==> config.mk <==
export PLATFORM = sky130hd
export DESIGN_NAME = alu_issue_buffer
export DESIGN_NICKNAME = d
export VERILOG_FILES = /design/src/rtl/alu_issue_buffer_pkg.sv /design/src/rtl/alu_issue_buffer_fifo2.sv /design/src/rtl/alu_issue_buffer.sv
export SDC_FILE = /design/constraint.sdc
export NUM_CORES = 1
export LEC_CHECK = 0
export BUFFER_PORTS_ARGS = -buffer_cell sky130_fd_sc_hd__buf_2
export CAP_MARGIN = 10
export CORE_UTILIZATION = 31
export CTS_CLUSTER_DIAMETER = 60
export DETAILED_ROUTE_END_ITERATION = 10
export MAX_ROUTING_LAYER = met4
export PLACE_DENSITY_LB_ADDON = 0.05
export SYNTH_ARGS = -nofsm -noshare
export SYNTH_HDL_FRONTEND = slang
export SYNTH_SLANG_ARGS = --single-unit
==> constraint.sdc <==
create_clock -name clk -period 3.3 [get_ports clk]
set_input_delay 0.66 -clock clk [delete_from_list [all_inputs] [get_ports clk]]
set_output_delay 0.66 -clock clk [all_outputs]
set_load 0.1 [all_outputs]
==> src/rtl/alu_issue_buffer_pkg.sv <==
// Shared definitions for the ALU issue buffer: opcode encodings, entry layout, depth.
// Opcodes 5-7 are not ALU operations and are flagged illegal at dispatch.
package alu_issue_buffer_pkg;

   localparam int DATA_W = 32;
   localparam int OP_W   = 3;
   localparam int DEPTH  = 2;

   localparam logic [OP_W-1:0] OP_ADD        = 3'd0;
   localparam logic [OP_W-1:0] OP_SUB        = 3'd1;
   localparam logic [OP_W-1:0] OP_AND        = 3'd2;
   localparam logic [OP_W-1:0] OP_OR         = 3'd3;
   localparam logic [OP_W-1:0] OP_NOR        = 3'd4;
   localparam logic [OP_W-1:0] OP_LAST_LEGAL = 3'd4;

   typedef struct packed {
      logic [DATA_W-1:0] a;
      logic [DATA_W-1:0] b;
      logic [OP_W-1:0]   op;
      logic              fwd_a;
      logic              fwd_b;
   } entry_t;

   // Only ADD/SUB can legitimately raise overflow.
   function automatic logic op_is_arith(input logic [OP_W-1:0] op);
      return (op == OP_ADD) || (op == OP_SUB);
   endfunction

endpackage

==> src/rtl/alu_issue_buffer_fifo2.sv <==
// Two-entry circular storage with 1-bit pointers and an occupancy count.
// Push/pop arrive already qualified by the owner's handshake.
module issue_fifo2 #(
   parameter int W = 72
) (
   input  logic         clk,
   input  logic         rst_n,
   input  logic         i_push,
   input  logic         i_pop,
   input  logic [W-1:0] i_data,
   output logic [W-1:0] o_data,
   output logic [1:0]   o_count
);

   logic [W-1:0] r_mem [0:1];
   logic         r_wptr;
   logic         r_rptr;
   logic [1:0]   r_count;

   // Entry storage needs no reset; the count decides what is live.
   always_ff @(posedge clk) begin
      if (i_push) r_mem[r_wptr] <= i_data;
   end

   always_ff @(posedge clk) begin
      if (!rst_n) begin
         r_wptr  <= 1'b0;
         r_rptr  <= 1'b0;
         r_count <= 2'd0;
      end else begin
         if (i_push) r_wptr <= ~r_wptr;
         if (i_pop)  r_rptr <= ~r_rptr;
         r_count <= r_count + {1'b0, i_push} - {1'b0, i_pop};
      end
   end

   assign o_data  = r_mem[r_rptr];
   assign o_count = r_count;

endmodule

==> src/rtl/alu_issue_buffer.sv <==
// Issue buffer in front of the combinational ALU: 2-entry elastic FIFO, result
// forwarding from the last dispatch, sticky overflow and illegal-opcode marking.
module alu_issue_buffer
   import alu_issue_buffer_pkg::*;
#(
   parameter int N     = 32,
   parameter int OPW   = 3,
   parameter int DEPTH = 2
) (
   input  logic           clk,
   input  logic           rst_n,
   input  logic           in_valid,
   output logic           in_ready,
   input  logic [N-1:0]   in_a,
   input  logic [N-1:0]   in_b,
   input  logic [OPW-1:0] in_op,
   input  logic           in_fwd_a,
   input  logic           in_fwd_b,
   output logic           out_valid,
   input  logic           out_ready,
   output logic [N-1:0]   alu_a,
   output logic [N-1:0]   alu_b,
   output logic [OPW-1:0] alu_op,
   output logic           op_illegal,
   input  logic [N-1:0]   alu_c,
   input  logic           alu_ov,
   output logic [N-1:0]   last_res,
   output logic           ov_sticky,
   input  logic           clr_ov
);

   localparam int EW = 2*N + OPW + 2;

   logic [EW-1:0]  w_in_entry;
   logic [EW-1:0]  w_head;
   logic [1:0]     w_count;
   logic           w_push;
   logic           w_pop;
   logic [N-1:0]   w_head_a;
   logic [N-1:0]   w_head_b;
   logic [OPW-1:0] w_head_op;
   logic           w_head_fa;
   logic           w_head_fb;
   logic           w_ov_set;
   logic [N-1:0]   r_last_res;
   logic           r_ov_sticky;

   assign in_ready  = (w_count != 2'(DEPTH));
   assign out_valid = (w_count != 2'd0);
   assign w_push    = in_valid & in_ready;
   assign w_pop     = out_valid & out_ready;

   // Operands are stored raw; forwarding is resolved only when the entry is at the head.
   assign w_in_entry = {in_a, in_b, in_op, in_fwd_a, in_fwd_b};

   issue_fifo2 #(.W(EW)) u_fifo (
      .clk     (clk),
      .rst_n   (rst_n),
      .i_push  (w_push),
      .i_pop   (w_pop),
      .i_data  (w_in_entry),
      .o_data  (w_head),
      .o_count (w_count)
   );

   assign {w_head_a, w_head_b, w_head_op, w_head_fa, w_head_fb} = w_head;

   always_comb begin
      alu_a      = '0;
      alu_b      = '0;
      alu_op     = '0;
      op_illegal = 1'b0;
      if (out_valid) begin
         alu_a      = w_head_fa ? r_last_res : w_head_a;
         alu_b      = w_head_fb ? r_last_res : w_head_b;
         alu_op     = w_head_op;
         op_illegal = (w_head_op > OPW'(OP_LAST_LEGAL));
      end
   end

   assign w_ov_set = w_pop & alu_ov & op_is_arith(OP_W'(w_head_op));

   // Illegal ops still dispatch; the ALU returns 0 for them, which becomes last_res.
   always_ff @(posedge clk) begin
      if (!rst_n) begin
         r_last_res  <= '0;
         r_ov_sticky <= 1'b0;
      end else begin
         if (w_pop) r_last_res <= alu_c;
         if (w_ov_set)    r_ov_sticky <= 1'b1;
         else if (clr_ov) r_ov_sticky <= 1'b0;
      end
   end

   assign last_res  = r_last_res;
   assign ov_sticky = r_ov_sticky;

endmodule
==> results.py, run 1 <==
metrics = {
    "layout": {
        "layout-drive-gt1-share": 0.435,
        "fin_util": 0.442,
        "multiInputGateArea_um2": 2370,
        "num-fill-cells": 2225,
        "areaGrowthSynthToFinish_pct": 39.6,
        "fin_nets": 851,
        "fin_cells": 1077,
        "layout_common_cells": "buf_2 (145), edfxtp_1 (138), nor2_1 (69)",
        "regArea_um2": 4910,
        "mostFrequentLayoutCell": "buf_2",
    },
    "synthesis": {
        "synth_cell_types": 26,
        "synth_warnings": 0,
        "synth_mux_area_frac": 0.0973,
        "netlist_instances": 537,
        "ys.flop_type": "edfxtp_1",
        "synth_top_family_by_area": "compound AO/OA/AOI/OAI gates",
        "ys_seq_area_frac": 0.658,
        "synthTopCellsByArea": "edfxtp_1 (56%), dfxtp_1 (10%), a211oi_2 (9.4%)",
        "synth_xor_xnor_area_share": 0.00235,
        "synth_top_area_share": 0.556,
        "syn_nets": 645,
        "synth_area_um2": 7460,
        "synth-seq-cells": 176,
        "synth-edff-count": 138,
        "syn_avg_cell_area_um2": 13.9,
        "synth_compound_area_frac": 0.131,
        "yosys.area_share.simple": 0.0758,
        "yosys.area_share.adder": 0.00168,
        "yosys.area.top_type": "edfxtp_1",
        "synthArstFlopShare": 0,
    },
    "critical_path": {
        "r2r_slack_ns": 1.30,
        "r2r-end": "u_fifo.r_mem[1][47]",
        "r2r-start": "u_fifo.o_count[0]",
        "crit_buf_inv": 2,
        "required_ns": 2.64,
        "critical_path.top_delay_family": "buffers and inverters",
        "crit_arrival_ns": 2.43,
        "startpoint_type": "flop",
        "r2r_cells": 3,
        "endpoint_kind": "primary output",
        "path_class": "reg2out",
        "crit_fanout": 42,
        "slowest_stage": "dfxtp_4",
        "cp_cell_sequence": "mux2i_4 -> buf_4 -> nor2_1 -> a211oi_2 -> buf_12",
        "critPathMaxStageDelay_ns": 0.55,
    },
    "die": {
        "rows": 56,
        "die_h_um": 157,
        "fp.dieArea_um2": 24700,
        "start_util": 0.317,
        "design.core.area_um2": 23500,
        "die_width_um": 157,
        "io-pin-count": 210,
    },
    "detailed_routing": {
        "drt-pass1-iter-count": 4,
        "vias": 5001,
        "wl_um": 19200,
        "route.detailed.drc": 0,
        "via_per_inst": 4.64,
        "drt_iter0_drc": 235,
        "ant_nets": 0,
        "wl_per_cell_um": 17.8,
    },
    "power": {
        "clock_power_share": 0.171,
        "power.density_nw_per_um2": 1080,
        "p_int_mw": 5.67,
        "p_seq_frac": 0.256,
        "p_comb_frac": 0.573,
        "leakagePower_nw": 3.77,
        "irDropWorstVdd_v": 0.000559,
        "sw_frac_of_total": 0.498,
        "p_switching_mw": 5.62,
    },
    "grt": {
        "grt_max_degree": 70,
        "grt-ovfl-total": 0,
        "grt_pass1_wl_um": 29500,
        "grt_pass1_vias": 5219,
        "grt_use_total": 0.167,
        "grt_antenna_before_repair": 2,
    },
    "timing": {
        "fin_crit_ns": 3.09,
        "max_slew_margin": 0.334,
        "rsz0062_at_grt": "no",
        "tns_ns": 0,
        "slew_violations": 0,
        "tightest_slew_ns": 0.996,
        "fmax_mhz": 324,
        "setup_ws_ns": 0.211,
        "hold_viol": 0,
        "setup_viol": 0,
        "fin_crit_sh": 0.936,
        "finClkSkew_ns": 0.0136,
    },
    "cts": {
        "insertion_delay_ns": 0.42,
        "cts.sinks": 176,
        "cts-hold-fix-buffers": 0,
        "cts_htree_levels": 4,
        "numCtsBuffers": 17,
        "cts_tree": "done",
        "root_buffer": "clkbuf_16",
        "cts_setup_buffers": 0,
        "clkSlewWorstSetupHoldPaths_ns": 0.07,
        "clockBufferDepth": 2,
        "cts_resized": 0,
    },
    "placement": {
        "dp_cells": 1043,
        "hpwl_um": 13200,
        "place_congestion": 0.737,
        "place_ws_ns": 0.606,
        "portBuffers": 209,
    },
    "min_path": {
        "hold_path_class": "in2reg",
        "holdPathStages": 1,
        "min_to": "u_fifo.r_mem[0][43]",
        "min_from": "in_a[6]",
    },
    "flow_run": {
        "maxCapViolations": 0,
    },
    "status": {
        "status": "completed",
    },
}
-- metrics by stage --
step	total power, mW	hold slack, ns	cell area, um^2
floorplan	7.43	0.481	7500
global placement	9.46	0.480	9840
detailed placement	9.49	0.486	9840
CTS	11.4	0.400	10400
global route	11.8	0.392	10400
finish	11.3	0.418	10400
-- cell type report --
class | count | share of cell area
clock buffers | 19 | 0.0416
clock inverters | 13 | 0.0124
multi-input cells | 321 | 0.227
flip-flops and latches | 176 | 0.471
repair buffers | 224 | 0.207
well taps | 319 | 0.0383
inverters | 3 | 0.00120
diodes | 2 | 0.000481
-- cell usage after synthesis, types with 2 or more instances --
library cell  count
mux2i_1          68
xnor2_1           2
buf_4             9
inv_1             2
buf_6             8
nor2_1           70
nand2b_1          3
a211oi_1          9
a21oi_1          35
clkbuf_1         10
dfxtp_1          38
nand2_1          66
a211oi_2         56
a21bo_2           2
buf_2            10
mux2i_4           2
edfxtp_1        138
-- kinds of logic (layout without fill, tap and decap cells) --
kind of cell               count (synthesis)  count (layout)
and+or+nand+nor                          144             144
other                                      0               2
DFF                                      176             176
buffers and inverters                     40             259
AOI/OAI and AO/OA                        104             104
muxes                                     70              70
xor gates and xnor gates                   2               2
adders and majority gates                  1               1
-- worst register-to-register path: stages (launching register included) --
cell and delay, ns:
dfxtp_1 0.52, nand2b_1 0.25, and3_4 0.57, buf_12 0.33
-- state kept, by name (all words and copies together), names as in the netlist, named ones only --
signal	flops
u_fifo.r_mem	138
ov_sticky	1
u_fifo.r_wptr	1
last_res	32
u_fifo.o_count	2
u_fifo.r_rptr	1
-- per-layer routing --
metal | vias to the layer above | share of wire | track usage
li1 | 2408 | - | -
met1 | 2446 | 0.44 | 0.203
met2 | 136 | 0.49 | 0.273
met3 | 11 | 0.057 | 0.0452
met4 | 0 | 0.010 | 0.0458
met5 | - | 0 | -
-- power by group through the flow --
stage,sequential [mW],clock (mW),combinational (mW)
global route,2.93,2.09,6.74
floorplan,3.32,0,4.11
CTS,2.90,1.99,6.55
global placement,2.94,0,6.52
finish,2.89,1.93,6.47
detailed placement,2.95,0,6.54
-- how the worst max path moves through the flow --
stage	from	endpoint	slack (ns)	cells past startpoint
floorplan	u_fifo.o_count[0]	u_fifo.r_mem[0][0]	0.06	3
global placement	flop	alu_b[18]	0.65	5
detailed placement	flop	alu_b[9]	0.61	5
CTS	flop	alu_b[9]	0.14	5
global route	flop	alu_b[19]	0.04	5
finish	flop	alu_b[9]	0.21	5
(Power assumes the default switching activity.)
==> inputs of run 2 (changes only) <==
- CORE_UTILIZATION: 31 -> 35
==> results.py, run 2 (same netlist as run 1, synthesis figures left out) <==
metrics = {
    "critical_path": {
        "crit_arrival_ns": 2.36,
        "critical_path.top_delay_family": "buffers and inverters",
        "crit_fanout": 26,
        "crit_buf_inv": 2,
        "cp_cell_sequence": "buf_4 -> mux2i_1 -> a211oi_2 -> buf_2",
        "path_class": "reg2out",
        "required_ns": 2.64,
        "critPathMaxStageDelay_ns": 0.57,
        "endpoint_kind": "primary output",
        "startpoint_type": "flop",
        "slowest_stage": "dfxtp_4",
    },
    "grt": {
        "grt_max_degree": 41,
        "grt_pass1_wl_um": 29000,
        "grt_antenna_before_repair": 3,
        "grt-ovfl-total": 0,
        "grt_use_total": 0.182,
        "grt_pass1_vias": 5160,
    },
    "power": {
        "power_mw": 11.3,
        "power.density_nw_per_um2": 1090,
        "leakagePower_nw": 3.77,
        "irDropWorstVdd_v": 0.000660,
    },
    "die": {
        "start_util": 0.356,
        "design.core.area_um2": 21000,
        "die_width_um": 148,
        "rows": 53,
        "fp.dieArea_um2": 21900,
        "die_h_um": 148,
        "io-pin-count": 210,
    },
    "timing": {
        "fin_crit_ns": 3.02,
        "hold_viol": 0,
        "max_slew_margin": 0.265,
        "tightest_slew_ns": 1.10,
        "fmax_mhz": 331,
        "rsz0062_at_grt": "no",
        "slew_violations": 0,
        "finClkSkew_ns": 0.00831,
        "tns_ns": 0,
        "setup_ws_ns": 0.277,
        "setup_viol": 0,
        "fin_crit_sh": 0.916,
    },
    "layout": {
        "mostFrequentLayoutCell": "buf_2",
        "fin_nets": 852,
        "num-fill-cells": 1916,
        "areaGrowthSynthToFinish_pct": 39.2,
        "layout-drive-gt1-share": 0.433,
        "largest_reg_flops": 138,
        "regMostFlops": "u_fifo.r_mem",
        "layout_common_cells": "buf_2 (145), edfxtp_1 (138), nor2_1 (69)",
        "post-route-cell-area_um2": 10400,
    },
    "cts": {
        "cts_setup_buffers": 0,
        "clockBufferDepth": 2,
        "numCtsBuffers": 17,
        "cts_tree": "done",
        "root_buffer": "clkbuf_16",
        "insertion_delay_ns": 0.41,
        "clkSlewWorstSetupHoldPaths_ns": 0.06,
        "cts_htree_levels": 4,
        "cts_resized": 0,
        "cts-hold-fix-buffers": 0,
        "cts.sinks": 176,
    },
    "placement": {
        "hpwl_um": 12800,
        "place_ws_ns": 0.676,
        "portBuffers": 209,
        "placed_cell_area_um2": 9800,
        "place_congestion": 0.792,
    },
    "detailed_routing": {
        "drt_iter0_drc": 221,
        "drt-pass1-iter-count": 4,
        "wl_um": 18700,
        "via_per_inst": 4.86,
        "ant_nets": 0,
        "vias": 5030,
        "route.detailed.drc": 0,
        "wl_per_cell_um": 18.1,
    },
    "min_path": {
        "hold_path_class": "in2reg",
    },
    "flow_run": {
        "maxCapViolations": 0,
    },
    "status": {
        "status": "completed",
    },
}
## run 2: routing by layer
metal | vias up | part of all wire | global-route usage
li1 | 2405 | - | -
met1 | 2448 | 0.44 | 0.238
met2 | 164 | 0.48 | 0.283
met3 | 13 | 0.063 | 0.0373
met4 | 0 | 0.011 | 0.0557
met5 | - | 0 | -
## run 2: report_power, final
| part | internal [mW] | switching [mW] | total, mW |
|---|---|---|---|
| sequential | 2.71 | 0.183 | 2.89 |
| combinational | 1.89 | 4.56 | 6.45 |
| clock | 1.16 | 0.806 | 1.96 |
| total | 5.75 | 5.55 | 11.3 |
## run 2: path summary, 6_finish.rpt
kind,start,endpoint,slack [ns],cells past startpoint
max reg2reg,u_fifo.o_count[0],u_fifo.r_mem[1][34],1.35,3
max,flop,op_illegal,0.28,4
min,in_a[9],u_fifo.r_mem[0][46],0.43,1
min reg2reg,ov_sticky,ov_sticky,0.47,2
## run 2: metrics by stage
step                instances  hold slack, ns   util
finish                   1036           0.434  0.496
global route             1035           0.412  0.495
CTS                      1032           0.412  0.495
detailed placement       1000           0.466  0.467
global placement         1000           0.456  0.467
floorplan                 537           0.481      -
## run 2: layout make-up
| class | instances | area (um^2) | area share |
|---|---|---|---|
| timing repair buffer | 225 | 2160 | 0.208 |
| antenna | 4 | 10.0 | 0.000964 |
| inverter | 3 | 11.3 | 0.00108 |
| clock inverter | 9 | 111 | 0.0107 |
| tap | 275 | 344 | 0.0331 |
| sequential | 176 | 4910 | 0.473 |
| clock buffer | 23 | 468 | 0.0451 |
| multi-input combinational | 321 | 2370 | 0.228 |
